--- src/rtl/ad_acq_pkg.sv ---
// Shared types and default timing for the AD acquisition sequencer.
package ad_acq_pkg;

  localparam int DATA_W            = 8;
  localparam int CONV_LOW_CYC_DEF  = 2;
  localparam int CONV_WAIT_CYC_DEF = 12;
  localparam int OE_CYC_DEF        = 3;
  localparam int PER_W_DEF         = 12;

  typedef enum logic [2:0] {
    IDLE = 3'd0,
    CONV = 3'd1,
    WAIT = 3'd2,
    READ = 3'd3,
    HAND = 3'd4
  } state_e;

endpackage

--- src/rtl/ad_period_tick.sv ---
// Sample-period counter: held at zero while run is low, otherwise counts
// down and emits a one-cycle tick on reaching zero, then reloads.
module ad_period_tick #(
  parameter int PER_W = 12
) (
  input  logic             clk,
  input  logic             nReset,
  input  logic             run,
  input  logic [PER_W-1:0] period_cyc,
  output logic             tick
);

  logic [PER_W-1:0] cnt_q, cnt_d;

  // Next count and tick; a zero period behaves like a period of one.
  always_comb begin
    cnt_d = cnt_q;
    tick  = 1'b0;
    if (!run) begin
      cnt_d = '0;
    end else if (cnt_q == '0) begin
      tick  = 1'b1;
      cnt_d = (period_cyc == '0) ? '0 : period_cyc - PER_W'(1);
    end else begin
      cnt_d = cnt_q - PER_W'(1);
    end
  end

  // Counter register.
  always_ff @(posedge clk or negedge nReset) begin
    if (!nReset) cnt_q <= '0;
    else         cnt_q <= cnt_d;
  end

endmodule

--- src/rtl/ad_acq_sched.sv ---
// AD acquisition sequencer: paces conversions, strobes the ADC, enables its
// bus driver, captures the byte and hands it to the serializer.
// Optional drop counter output ovr_cnt when AD_OVR_CNT_EN is defined.
module ad_acq_sched
  import ad_acq_pkg::*;
#(
  parameter int CONV_LOW_CYC  = CONV_LOW_CYC_DEF,
  parameter int CONV_WAIT_CYC = CONV_WAIT_CYC_DEF,
  parameter int OE_CYC        = OE_CYC_DEF,
  parameter int PER_W         = PER_W_DEF
) (
  input  logic              clk,
  input  logic              nReset,
  input  logic              run,
  input  logic [PER_W-1:0]  period_cyc,
  output logic              nGet_AD_data,
  output logic              ad_oe,
  input  logic [DATA_W-1:0] databus,
  output logic [DATA_W-1:0] ser_data,
  output logic              ser_valid,
  input  logic              ser_ready,
  output logic              busy,
  output logic              overrun,
  input  logic              clr_ovr
`ifdef AD_OVR_CNT_EN
  ,
  output logic [7:0]        ovr_cnt
`endif
);

  localparam logic [7:0] LOW_LAST  = 8'(CONV_LOW_CYC - 1);
  localparam logic [7:0] WAIT_LAST = 8'(CONV_WAIT_CYC - 1);
  localparam logic [7:0] OE_LAST   = 8'(OE_CYC - 1);

  state_e            state_q, state_d;
  logic [7:0]        ph_q, ph_d;
  logic [DATA_W-1:0] data_q, data_d;
  logic              ovr_q, ovr_d;
  logic              tick;
  logic              ovr_set;

  ad_period_tick #(.PER_W(PER_W)) u_tick (
    .clk        (clk),
    .nReset     (nReset),
    .run        (run),
    .period_cyc (period_cyc),
    .tick       (tick)
  );

  // Sequencer next-state, phase counter and capture; ticks outside IDLE are dropped.
  always_comb begin
    state_d = state_q;
    ph_d    = ph_q;
    data_d  = data_q;
    ovr_set = tick && (state_q != IDLE);
    case (state_q)
      IDLE: if (tick) begin state_d = CONV; ph_d = '0; end
      CONV: if (ph_q == LOW_LAST) begin state_d = WAIT; ph_d = '0; end
            else ph_d = ph_q + 8'd1;
      WAIT: if (ph_q == WAIT_LAST) begin state_d = READ; ph_d = '0; end
            else ph_d = ph_q + 8'd1;
      // Only the last enabled cycle is sampled; earlier ones let the bus settle.
      READ: if (ph_q == OE_LAST) begin state_d = HAND; ph_d = '0; data_d = databus; end
            else ph_d = ph_q + 8'd1;
      HAND: if (ser_ready) state_d = IDLE;
      default: state_d = IDLE;
    endcase
    // A drop in the same cycle as a clear keeps the flag set.
    ovr_d = ovr_set ? 1'b1 : (clr_ovr ? 1'b0 : ovr_q);
  end

  // State, phase, captured data and overrun flag.
  always_ff @(posedge clk or negedge nReset) begin
    if (!nReset) begin
      state_q <= IDLE;
      ph_q    <= '0;
      data_q  <= '0;
      ovr_q   <= 1'b0;
    end else begin
      state_q <= state_d;
      ph_q    <= ph_d;
      data_q  <= data_d;
      ovr_q   <= ovr_d;
    end
  end

  // Outputs decode straight from the state register so reset releases the bus at once.
  assign nGet_AD_data = (state_q != CONV);
  assign ad_oe        = (state_q == READ);
  assign ser_valid    = (state_q == HAND);
  assign busy         = (state_q != IDLE);
  assign ser_data     = data_q;
  assign overrun      = ovr_q;

`ifdef AD_OVR_CNT_EN
  logic [7:0] ocnt_q, ocnt_d;

  // Saturating count of dropped ticks; a drop takes priority over a clear.
  always_comb begin
    ocnt_d = ocnt_q;
    if (ovr_set) begin
      if (ocnt_q != 8'hFF) ocnt_d = ocnt_q + 8'd1;
    end else if (clr_ovr) begin
      ocnt_d = '0;
    end
  end

  // Drop counter register.
  always_ff @(posedge clk or negedge nReset) begin
    if (!nReset) ocnt_q <= '0;
    else         ocnt_q <= ocnt_d;
  end

  assign ovr_cnt = ocnt_q;
`endif

endmodule

--- config.mk ---
export PLATFORM = sky130hd
export DESIGN_NAME = ad_acq_sched
export DESIGN_NICKNAME = d
export VERILOG_FILES = /design/src/rtl/ad_acq_pkg.sv /design/src/rtl/ad_period_tick.sv /design/src/rtl/ad_acq_sched.sv
export SDC_FILE = /design/constraint.sdc
export NUM_CORES = 1
export LEC_CHECK = 0
export BUFFER_PORTS_ARGS = -buffer_cell sky130_fd_sc_hd__buf_2
export CAP_MARGIN = 20
export CELL_PAD_IN_SITES_DETAIL_PLACEMENT = 1
export CELL_PAD_IN_SITES_GLOBAL_PLACEMENT = 2
export CORE_ASPECT_RATIO = 1.2
export CORE_UTILIZATION = 31
export DETAILED_ROUTE_END_ITERATION = 8
export GPL_TIMING_DRIVEN = 0
export MAX_ROUTING_LAYER = met4
export PLACE_DENSITY_LB_ADDON = 0.25
export SYNTH_ARGS = -nofsm -noshare
export SYNTH_HDL_FRONTEND = slang
export SYNTH_HIERARCHICAL = 1
export SYNTH_SLANG_ARGS = --single-unit
--- constraint.sdc ---
create_clock -name clk -period 2.55 [get_ports clk]
set_input_delay 0.255 -clock clk [delete_from_list [all_inputs] [get_ports clk]]
set_output_delay 0.255 -clock clk [all_outputs]
set_load 0.1 [all_outputs]
## Word-level counts from Yosys, hierarchy flattened

Cells that the tools add are included.

- RAM bits: 0
- Memories: 0
- Register bits after elaboration: 32
- Word-level logic and storage cells: 49
- Bits in read-only memories: 0
- Latch bits: 0
- Output and inout port bits: 13
- Input bits: 25

- Reduce and logical (&&, ||, !) cells: 10
- Magnitude comparators: 0
- $mul: 0
- Mux-type cells: 18
- Divide/modulo/power cells: 0
- Add/sub/neg operators: 3
- Equal/unequal tests: 13
- Bitwise logic cells: 0
- Shifts and indexed selects: 0

Operators by type and width:

| kind | count |
|---|---|
| two-way mux 12 bit | 3 |
| two-way mux 8 bit | 4 |
| case mux 8 bit (4 select lines) | 1 |
| logical NOT 12 bit | 2 |
| subtractor 12 x 1 -> 12 bit (second input constant) | 2 |
| two-way mux 3 bit | 5 |
| case mux 3 bit (5 select lines) | 1 |
| adder 8 x 1 -> 8 bit (second input constant) | 1 |
| == test 8 x 1 -> 1 bit (second input constant) | 1 |
| == test 8 x 2 -> 1 bit (second input constant) | 1 |
| == test 8 x 4 -> 1 bit (second input constant) | 1 |
| == test 3 x 2 -> 1 bit (second input constant) | 2 |
| inequality test 2 bit (second input constant) | 3 |
| AND reduction 5 bit | 1 |
| two-way mux 1 bit | 4 |
| inequality test 2 x 1 -> 1 bit (second input constant) | 2 |
| AND reduction 2 bit | 2 |
| nonzero test 4 bit | 1 |
| == test 3 x 1 -> 1 bit (second input constant) | 1 |
| == test 3 bit (second input constant) | 1 |
| logical NOT 3 bit | 1 |
| inequality test 3 x 1 -> 1 bit (second input constant) | 1 |
| nonzero test 3 bit | 1 |
| nonzero test 2 bit | 1 |
| logical AND 1 bit | 1 |

## Longest topological paths before layout

Gate-level depths: netlist of the first run.

- Depth after elaboration: 5
- Mapped depth: 11
- Depth with buffers taken out: 9

## Modules after synthesis

The synthesis of the first run kept the hierarchy.

Modules (own cells, without submodules):

| module | cells each | seq. area each (µm²) | times used | area an instance (µm²) |
|---|---|---|---|---|
| ad_acq_sched | 105 | 500.5 | 1 | 1124.8 |
| ad_period_tick | 128 | 300.3 | 1 | 1079.8 |

## Worst setup path after synthesis of the first run

No wires, ideal clock.

- Kind: register to register
- Start: reg state_q[2]
- End: reg state_q[2]
- Data required time: 2.465 ns
- Arrival: 3.196 ns
- Path slack: -0.731 ns
- Stages on the path, launching flop included: 4
- Clock period less this slack: 3.281 ns
- Path buffers: 1
- Setup time: 0.085 ns
- Cell sequence: dfrtp_1 dlygate4sd1_1 nor3b_1 a32o_1

- Cells in the longest elaborated chain, start to end: 3
- Elaborated cells between the ends (all ways): 12
- Those cells by class: 9 x eq/ne; 1 x mux; 2 x reduce/logical

RTL lines:

| what | line | source |
|---|---|---|
| start: declaration | ad_acq_sched.sv:35 | `state_e state_q, state_d;` |
| start signal: assignment | ad_acq_sched.sv:80 | `state_q <= state_d;` |
| == test 3 bit * | - |  |
| named net ser_valid | ad_acq_sched.sv:20 | `output logic ser_valid,` |
| inequality test 2 x 1 -> 1 bit (no source line) | - |  |
| AND reduction 5 bit (no source line) | - |  |

Mark *: on every way through the listed nets, which the timed path passes. The rest lies on a longest branch.
A chain may end at the register's enable or synchronous reset.

## Final worst setup path of the first run

- Start: reg u_tick.cnt_q[0]
- End: reg ph_q[7]

- Cells in the longest elaborated chain, start to end: 5

RTL lines:

| what | line | source |
|---|---|---|
| start: declaration | ad_period_tick.sv:13 | `logic [PER_W-1:0] cnt_q, cnt_d;` |
| start signal: assignment | ad_period_tick.sv:32 | `else cnt_q <= cnt_d;` |
| logical NOT 12 bit | ad_period_tick.sv:21 | `end else if (cnt_q == '0) begin` |
| two-way mux 1 bit | ad_period_tick.sv:21 |  |
| two-way mux 1 bit | ad_period_tick.sv:19 | `if (!run) begin` |
| named net tick | ad_acq_sched.sv:39 | `logic tick;` |
| inequality test 2 bit (no source line) | - |  |
| AND reduction 2 bit (no source line) | - |  |
| end signal: assignment | ad_acq_sched.sv:81 | `ph_q <= ph_d;` |
| end: declaration | ad_acq_sched.sv:36 | `logic [7:0] ph_q, ph_d;` |

The timed path passes the listed nets, and every way through them passes these cells.

==> flow_metrics.tcl, run 1 <==
set metrics [dict create \
    ys_dominant_reg_cell "dfrtp_1" \
    maxClockFrequency_mhz 400.7 \
    dr_total_vias 1941 \
    skew_ps 9.213 \
    drt-vias-per-instance 5.204 \
    n_diodes 0 \
    worst_hold_path_type "input pin to async pin" \
    grt_setup_unrepaired "yes" \
    fin_nets 317 \
    min_period_over_period_pct 97.88 \
    outcome "complete, no violations" \
    post_route_cells_drive_above_1_share_pct 33.92 \
    worstPathBufferInverterCount 2 \
    buffer_depth_of_the_longest_clock_path 2 \
    cp-end-kind "flop" \
    fin_worst_setup_slack_ps 54.06 \
    power.share.switching_pct 52.21 \
    clock_sink_count 32 \
    power.total_uw 4074 \
    timing.critical_path.slowest_cell_delay_ps 470 \
    synthToLayoutAreaGrowth_pct 24.86 \
    layout.core_utilization_pct 40.16 \
    p_int_uw 1947 \
    ctsRootBufferMaster "clkbuf_8" \
    netlist_area_um2 2205 \
    initial_detailed_routing_violation_count 53 \
    power.ir.vdd_worst_mv 0.8179 \
    cpMaxStageDelayCell "or4_4" \
    syn_inst 233 \
    die-height_um 94.38 \
    count_of_final_max_slew_check_failures 0 \
    detail_route.wl_per_cell_um 15.66 \
    grt_antenna_before_repair 0 \
    hold_viol 0 \
    synth.distinct_cells 60 \
    tritoncts.num_buffers 5 \
    routed.top_layer "met4" \
    layout.cells.most_common "buf_2" \
    global_route_wire_length_before_repair_um 9784 \
    critical_path_class "flop to flop" \
    timing.critical_path.cells "inv_2 > ha_4 > or4b_4 > or4_4 > nor2_4 > nor3_2 > or2_1 > buf_6 > nor3_4 > o32ai_2" \
    wire_length_on_met3_um 119 \
    setup-violations-final 0 \
    fin_crit_ps 2496 \
    first_global_vias 2011 \
    met2WireLength_um 3157 \
    post-dp-hpwl_um 4241 \
    clock_power_share_pct 12.0 \
    synth.ff_latch_count 32 \
    grt-ovfl-total 0 \
    gp_routability_congestion 0.7401 \
    postPlaceCellArea_um2 2511 \
    cpLargestDelayFamily "simple AND/OR/NAND/NOR gates" \
    drv.max_cap_violation_count 0 \
    setup_total_negative_slack_ps 0 \
    power.density_nw_per_um2 1480 \
    routed_wirelength_um 5841 \
    route.layer.met1.wl_um 2466 \
    floorplan.initialDensity_pct 32.17 \
    count_of_flip_flops_with_a_built_in_enable_after_synthesis 0 \
    dieWidth_um 78.99 \
    num_rows 33 \
    core_area_um2 6854 \
    yosysWarningCount 6 \
    avgSynthCellArea_um2 9.462 \
    cp.required_ps 2710 \
    p_seq_share_pct 22.1 \
    cts_tree "built" \
    clk-insertion-delay-late_ps 280 \
    stdcell_area_um2 2753 \
    nFillCells 837 \
    critical_path.startpoint_type "flop" \
    synth_fp_nets 265 \
    io_buffer_count 34 \
    worstPathArrival_ps 2660 \
    holdBufCountCts 0 \
    detail-route-antenna-nets 0 \
    worst-path-max-fanout 9 \
    boundaryPins 38 \
    ffs_w_async_s_r_synth_pct 100.0 \
    drt_pass1_iterations 4 \
    slew_headroom_pct 49.28 \
    cts.htree.levels 2 \
    cts.clk_slew.worst_paths_ps 80 \
    leakage_uw 0.001185 \
    die-area_um2 7455 \
    grt_start_max_net_pins 33 \
    remaining_drc_errors 0 \
    grt.total_usage_pct 17.41 \
    pre_cts_slack_ps -224.7 \
    total_switching_power_uw 2127 \
    worst_pin_slew_ps 760.9 \
    top_library_cells_by_usage_in_the_layout_fill_and_taps_aside "35 x buf_2, 32 x dfrtp_1, 16 x nand2_1" \
    power_frac_comb_pct 65.9 \
    synth-seq-area-share_pct 36.32 \
]
-- cell families after synthesis --
group | share of synthesized area (%)
and+or+nand+nor | 23.67
xor gates and xnor gates | 2.781
adders and majority gates | 3.973
buffers and inverters | 6.242
DFF | 36.32
AOI/OAI and AO/OA | 20.15
muxes | 6.867
-- layout make-up --
class	instances	area (um^2)	area share, %
clock buffers	5	68.82	2.500
multi-input cells	172	1341	48.73
well taps	87	108.9	3.955
clock inverters	3	42.54	1.545
plain buffers	12	66.31	2.409
flip-flops and latches	32	800.8	29.09
inverters	15	56.30	2.045
repair buffers	47	267.8	9.727
-- registers in the layout, summed over array words and instances (netlist names) --
signal / count
overrun: 1
ph_q: 8
ser_data: 8
state_q: 3
u_tick/cnt_q: 12
-- Yosys cell counts, types with 3 or more instances --
| master | n | share of area, % |
|---|---|---|
| xor2_1 | 4 | 1.6 |
| nor2_1 | 14 | 2.4 |
| o21ai_1 | 3 | 0.68 |
| o21a_1 | 6 | 2.0 |
| buf_1 | 3 | 0.51 |
| a211oi_2 | 3 | 1.7 |
| nor4_1 | 6 | 1.7 |
| nor3b_1 | 3 | 1.0 |
| o41ai_1 | 3 | 1.2 |
| a21oi_1 | 11 | 2.5 |
| o31ai_1 | 7 | 2.4 |
| nand2_1 | 16 | 2.7 |
| ha_1 | 7 | 4.0 |
| or3_1 | 6 | 1.7 |
| inv_1 | 15 | 2.6 |
| dfrtp_1 | 32 | 36 |
| nor3_1 | 9 | 2.0 |
| xnor2_1 | 3 | 1.2 |
| nand3_1 | 6 | 1.4 |
| mux2_4 | 8 | 5.4 |
| buf_6 | 3 | 1.5 |
| or4_1 | 3 | 1.0 |
| o21ai_0 | 9 | 2.0 |
| clkbuf_1 | 6 | 1.0 |
-- final timing paths --
path / from / to / slack, ps / cells after the start
max: u_tick/cnt_q[0] / ph_q[7] / 50 / 10
min: nReset / ph_q[4] / 50 / 1
max reg2reg: u_tick/cnt_q[0] / ph_q[7] / 50 / 10
min reg2reg: ser_data[4] / ser_data[4] / 510 / 1
max in group asynchronous: nReset / u_tick/cnt_q[0] / 2020 / 1
min in group clk: clr_ovr / overrun / 160 / 2
-- repair_timing --
| action | in CTS | in global routing |
|---|---|---|
| setup endpoints to repair | 9 | 6 |
| buffers inserted | 9 | 4 |
| resized for setup | 7 | 4 |
| pin swaps | 3 | 6 |
-- metal layers --
layer / vias up / GRT usage [%]
li1: 967 / -
met1: 940 / 19.16
met2: 25 / 32.26
met3: 9 / 2.609
met4: 0 / 4.848
met5: - / -
-- through the flow --
stage	hold WS (ps)	instances
floorplan	-40.59	233
global placement	389.9	354
detailed placement	388.3	354
CTS	79.86	370
global route	104.6	373
finish	45.38	373
-- power by group through the flow --
stage,Combinational (uW),Clock (uW),Sequential [uW]
after CTS,2630,512,898
after floorplan,1520,0,1400
final,2690,489,899
after global routing,2890,533,932
after detailed placement,2480,0,915
after global placement,2440,0,909
Note: power is estimated with default switching activity, not from simulation.
==> run 2: changes to the inputs <==
--- a/config.mk
+++ b/config.mk
@@ -15,6 +15,7 @@
 export GPL_TIMING_DRIVEN = 0
 export MAX_ROUTING_LAYER = met4
 export PLACE_DENSITY_LB_ADDON = 0.25
+export REMOVE_ABC_BUFFERS = 1
 export SYNTH_ARGS = -nofsm -noshare
 export SYNTH_HDL_FRONTEND = slang
 export SYNTH_HIERARCHICAL = 1
==> flow_metrics.tcl, run 2 (synthesis gave the netlist of run 1 again) <==
set metrics [dict create \
    power.ir.vdd_worst_mv 0.9327 \
    first_global_vias 1927 \
    boundaryPins 38 \
    die-area_um2 7455 \
    outcome "complete, no violations" \
    final_cells 363 \
    fin_crit_ps 2451 \
    detail_route.wl_per_cell_um 15.57 \
    count_of_final_max_slew_check_failures 0 \
    floorplan.initialDensity_pct 32.17 \
    detail-route-antenna-nets 0 \
    leakage_uw 0.001137 \
    clk-insertion-delay-late_ps 290 \
    largest-register "u_tick/cnt_q" \
    worstPathArrival_ps 2620 \
    critical_path_class "flop to flop" \
    global_route_wire_length_before_repair_um 9522 \
    power.total_uw 3857 \
    dieWidth_um 78.99 \
    layout.cells.most_common "buf_2" \
    grt_start_max_net_pins 33 \
    worst-path-max-fanout 7 \
    largest_reg_flops 12 \
    top_library_cells_by_usage_in_the_layout_fill_and_taps_aside "37 x buf_2, 32 x dfrtp_1, 16 x nand2_1" \
    cp-end-kind "flop" \
    cts_tree "built" \
    n_diodes 0 \
    skew_ps 9.574 \
    grt_setup_unrepaired "yes" \
    dr_total_vias 1910 \
    buffer_depth_of_the_longest_clock_path 2 \
    fin_worst_setup_slack_ps 98.84 \
    setup-violations-final 0 \
    post-dp-hpwl_um 4029 \
    num_rows 33 \
    power.density_nw_per_um2 1458 \
    place_inst 343 \
    cts.clk_slew.worst_paths_ps 80 \
    layout.core_utilization_pct 38.61 \
    cp.required_ps 2720 \
    gp_routability_congestion 0.7526 \
    critical_path.startpoint_type "flop" \
    core_area_um2 6854 \
    cts.htree.levels 2 \
    maxClockFrequency_mhz 408.0 \
    min_period_over_period_pct 96.12 \
    synthToLayoutAreaGrowth_pct 20.03 \
    holdBufCountCts 0 \
    worst_pin_slew_ps 753.0 \
    grt_antenna_before_repair 0 \
    routed_wirelength_um 5652 \
    remaining_drc_errors 0 \
    io_buffer_count 37 \
    tritoncts.num_buffers 5 \
    worst_hold_path_type "input pin to async pin" \
    grt.total_usage_pct 17.09 \
    fin_nets 307 \
    die-height_um 94.38 \
    nFillCells 829 \
    slew_headroom_pct 49.80 \
    ctsRootBufferMaster "clkbuf_8" \
    hold_viol 0 \
    drt-vias-per-instance 5.262 \
    drv.max_cap_violation_count 0 \
    initial_detailed_routing_violation_count 92 \
    grt-ovfl-total 0 \
    clock_sink_count 32 \
    post_route_cells_drive_above_1_share_pct 34.42 \
    drt_pass1_iterations 4 \
    pre_cts_slack_ps -455.8 \
]
==> run 2: cell types whose count changed in the layout (fill, tap and decap cells not counted), moves of 2 or more <==
cell,previous run,this run
buf_6,2,0
clkbuf_1,6,0
buf_2,35,37
buf_4,13,11
buf_1,2,0
==> run 2: path summary, 6_finish.rpt <==
| kind | cells after the start | slack [ps] | startpoint | to |
|---|---|---|---|---|
| min | 1 | 30 | nReset | overrun |
| max reg2reg | 7 | 100 | u_tick/cnt_q[5] | ph_q[7] |
| max | 7 | 100 | u_tick/cnt_q[5] | ph_q[7] |
| min in group clk | 2 | 150 | clr_ovr | overrun |
| max in group asynchronous | 1 | 2040 | nReset | ser_data[0] |
| min reg2reg | 1 | 520 | ser_data[5] | ser_data[5] |
==> run 2: final cells by class <==
class | count | area [um^2] | share of cell area (%)
clock buffer | 5 | 68.82 | 2.600
clock inverter | 3 | 23.77 | 0.8983
inverter | 15 | 56.30 | 2.128
multi-input combinational | 173 | 1320 | 49.88
sequential | 32 | 800.8 | 30.26
tap | 87 | 108.9 | 4.113
timing repair buffer | 48 | 267.8 | 10.12
==> run 2: per-stage QoR <==
| stage | setup TNS (ps) | area (um^2) | hold slack [ps] |
|---|---|---|---|
| 2_1_floorplan | -1129 | 2123 | -40.59 |
| 3_3_place_gp | -2401 | 2417 | 365.9 |
| 3_5_place_dp | -2547 | 2417 | 382.1 |
| 4_1_cts | 0 | 2597 | 61.46 |
| 5_1_grt | -13.16 | 2646 | 100.3 |
| 6_report | 0 | 2646 | 25.95 |
==> run 2: where the power goes <==
part           switching, uW  leakage [uW]  internal, uW  total, uW
registers                248      0.000410           718        966
clock network            211     0.0000404           193        404
logic                   1620      0.000686           863       2490
total                   2080       0.00114          1770       3860
==> run 2: worst max-delay path, cell delays in order (launching register included) <==
cell,delay (ps)
dfrtp_1,420
or4_4,610
or4_4,560
nor2_4,110
nor3_1,70
or2_4,290
nor3_2,140
o32ai_1,110
==> run 2: repair_timing <==
action | CTS | global route
gates resized for setup | 9 | 4
setup endpoints to repair | 9 | 14
buffers inserted | 6 | 5
pin swaps | 4 | 5
cloned | 1 | 0
==> run 2: routing by layer <==
layer / track usage [%] / up-vias / routed length (um)
met1: 20.97 / 933 / 2615
met3: 3.285 / 5 / 147
met2: 28.66 / 24 / 2825
met4: 4.545 / 0 / 63
li1: - / 948 / -
met5: - / - / 0
==> run 3: changes to the inputs <==
--- a/config.mk
+++ b/config.mk
@@ -10,7 +10,7 @@
 export CELL_PAD_IN_SITES_DETAIL_PLACEMENT = 1
 export CELL_PAD_IN_SITES_GLOBAL_PLACEMENT = 2
 export CORE_ASPECT_RATIO = 1.2
-export CORE_UTILIZATION = 31
+export CORE_UTILIZATION = 30
 export DETAILED_ROUTE_END_ITERATION = 8
 export GPL_TIMING_DRIVEN = 0
 export MAX_ROUTING_LAYER = met4
==> flow_metrics.tcl, run 3 (synthesis gave the netlist of run 1 again) <==
set metrics [dict create \
    outcome "complete, no violations" \
    worst_hold_path_type "input pin to async pin" \
    routed_wirelength_um 5539 \
    count_of_final_max_slew_check_failures 0 \
    cp-end-kind "flop" \
    drt_pass1_iterations 4 \
    largest_reg_flops 12 \
    hold_viol 0 \
    p_seq_share_pct 24.6 \
    timing.critical_path.cells "or4_4 > or4_4 > nor2_4 > nor3_1 > or2_4 > buf_4 > nor2_1 > a21oi_1" \
    dieWidth_um 80.26 \
    fin_crit_ps 2438 \
    worst_pin_slew_ps 740.4 \
    place_inst 343 \
    critical_path_class "flop to flop" \
    fin_worst_setup_slack_ps 111.7 \
    layout.cells.most_common "buf_2" \
    cpMaxStageDelayCell "or4_4" \
    worstPathBufferInverterCount 1 \
    cp.required_ps 2720 \
    p_int_uw 1852 \
    skew_ps 5.182 \
    setup-violations-final 0 \
    n_diodes 0 \
    cts.htree.levels 2 \
    cpLargestDelayFamily "simple AND/OR/NAND/NOR gates" \
    boundaryPins 38 \
    post-dp-hpwl_um 4031 \
    first_global_vias 1911 \
    worstPathArrival_ps 2610 \
    num_rows 33 \
    clock_sink_count 32 \
    power.ir.vdd_worst_mv 0.8733 \
    power_frac_comb_pct 62.7 \
    min_period_over_period_pct 95.62 \
    grt_antenna_before_repair 0 \
    total_switching_power_uw 2069 \
    grt_setup_unrepaired "no" \
    power.density_nw_per_um2 1481 \
    global_route_wire_length_before_repair_um 9301 \
    synthToLayoutAreaGrowth_pct 20.09 \
    detail_route.wl_per_cell_um 15.39 \
    cts.clk_slew.worst_paths_ps 70 \
    gp_routability_congestion 0.7434 \
    grt.total_usage_pct 16.23 \
    initial_detailed_routing_violation_count 59 \
    clk-insertion-delay-late_ps 290 \
    die-area_um2 7697 \
    holdBufCountCts 0 \
    die-height_um 95.91 \
    slew_headroom_pct 50.64 \
    top_library_cells_by_usage_in_the_layout_fill_and_taps_aside "37 x buf_2, 32 x dfrtp_1, 16 x nand2_1" \
    dr_total_vias 1951 \
    drv.max_cap_violation_count 0 \
    cpMostUsedCell "or4_4" \
    fin_nets 304 \
    grt-ovfl-total 0 \
    critical_path.startpoint_type "flop" \
    grt_start_max_net_pins 33 \
    drt-vias-per-instance 5.419 \
    io_buffer_count 37 \
    post_route_cells_drive_above_1_share_pct 33.33 \
    cts_tree "built" \
    floorplan.initialDensity_pct 31.59 \
    remaining_drc_errors 0 \
    timing.critical_path.slowest_cell_delay_ps 600 \
    maxClockFrequency_mhz 410.1 \
    tritoncts.num_buffers 5 \
    largest-register "u_tick/cnt_q" \
    clock_power_share_pct 12.7 \
    worst-path-max-fanout 7 \
    pre_cts_slack_ps -449.3 \
    buffer_depth_of_the_longest_clock_path 2 \
    detail-route-antenna-nets 0 \
    leakage_uw 0.001136 \
    final_cells 360 \
    ctsRootBufferMaster "clkbuf_8" \
    nFillCells 810 \
    core_area_um2 6978 \
    layout.core_utilization_pct 37.94 \
    power.share.switching_pct 52.77 \
    whs_ps 25.50 \
]
run 3: cell count changes in the layout (fill, tap and decap cells not counted), sizes merged:
cell / previous run / this run
bufinv: 0 / 1
clkinvlp: 2 / 1
or2: 3 / 2
buf: 48 / 46
run 3: cell type report:
| type | instances | area (um^2) | area share [%] |
|---|---|---|---|
| timing repair buffer | 46 | 252.7 | 9.546 |
| clock buffer | 5 | 68.82 | 2.599 |
| multi-input combinational | 172 | 1318 | 49.76 |
| clock inverter | 3 | 42.54 | 1.607 |
| sequential | 32 | 800.8 | 30.25 |
| tap | 87 | 108.9 | 4.112 |
| inverter | 15 | 56.30 | 2.127 |
run 3: per-layer routing:
layer / vias to the layer above / part of all wire [%] / global-route usage (%)
met3: 6 / 2.5 / 3.412
met1: 979 / 46 / 19.39
met4: 0 / 0.76 / 3.571
met2: 25 / 51 / 28.06
met5: - / 0 / -
li1: 941 / - / -
run 3: final timing paths:
check                                     start  cells past startpoint  slack [ps]              end
worst max-delay path            u_tick/cnt_q[6]                      8         110          ph_q[0]
worst min-delay path                     nReset                      1          30          ph_q[6]
worst max register to register  u_tick/cnt_q[6]                      8         110          ph_q[0]
worst min register to register      ser_data[4]                      1         510      ser_data[4]
max in group asynchronous                nReset                      1        2050  u_tick/cnt_q[7]
min in group clk                        clr_ovr                      2         160          overrun
run 3: what timing repair did:
action,CTS,global route
resized for setup,8,4
pin swaps,5,4
endpoints found under the setup margin,9,11
setup buffers,7,2
run 3: power by group through the flow:
stage | clock [uW] | sequential [uW] | combinational, uW
floorplan | 0 | 1430 | 1320
global placement | 0 | 964 | 2210
detailed placement | 0 | 967 | 2240
CTS | 513 | 964 | 2390
global route | 531 | 1000 | 2650
finish | 499 | 963 | 2460
run 3: worst reg2reg max path: stages, from the launching register on:
cell,delay [ps]
dfrtp_1,410
or4_4,600
or4_4,560
nor2_4,120
nor3_1,60
or2_4,290
buf_4,160
nor2_1,80
a21oi_1,50
run 3: per-stage QoR:
| stage | power [uW] | area [um^2] | TNS, ps |
|---|---|---|---|
| global placement | 3178 | 2417 | -2343 |
| floorplan | 2753 | 2123 | -1129 |
| CTS | 3863 | 2608 | 0 |
| finish | 3921 | 2648 | 0 |
| detailed placement | 3209 | 2417 | -2464 |
| global route | 4186 | 2648 | 0 |
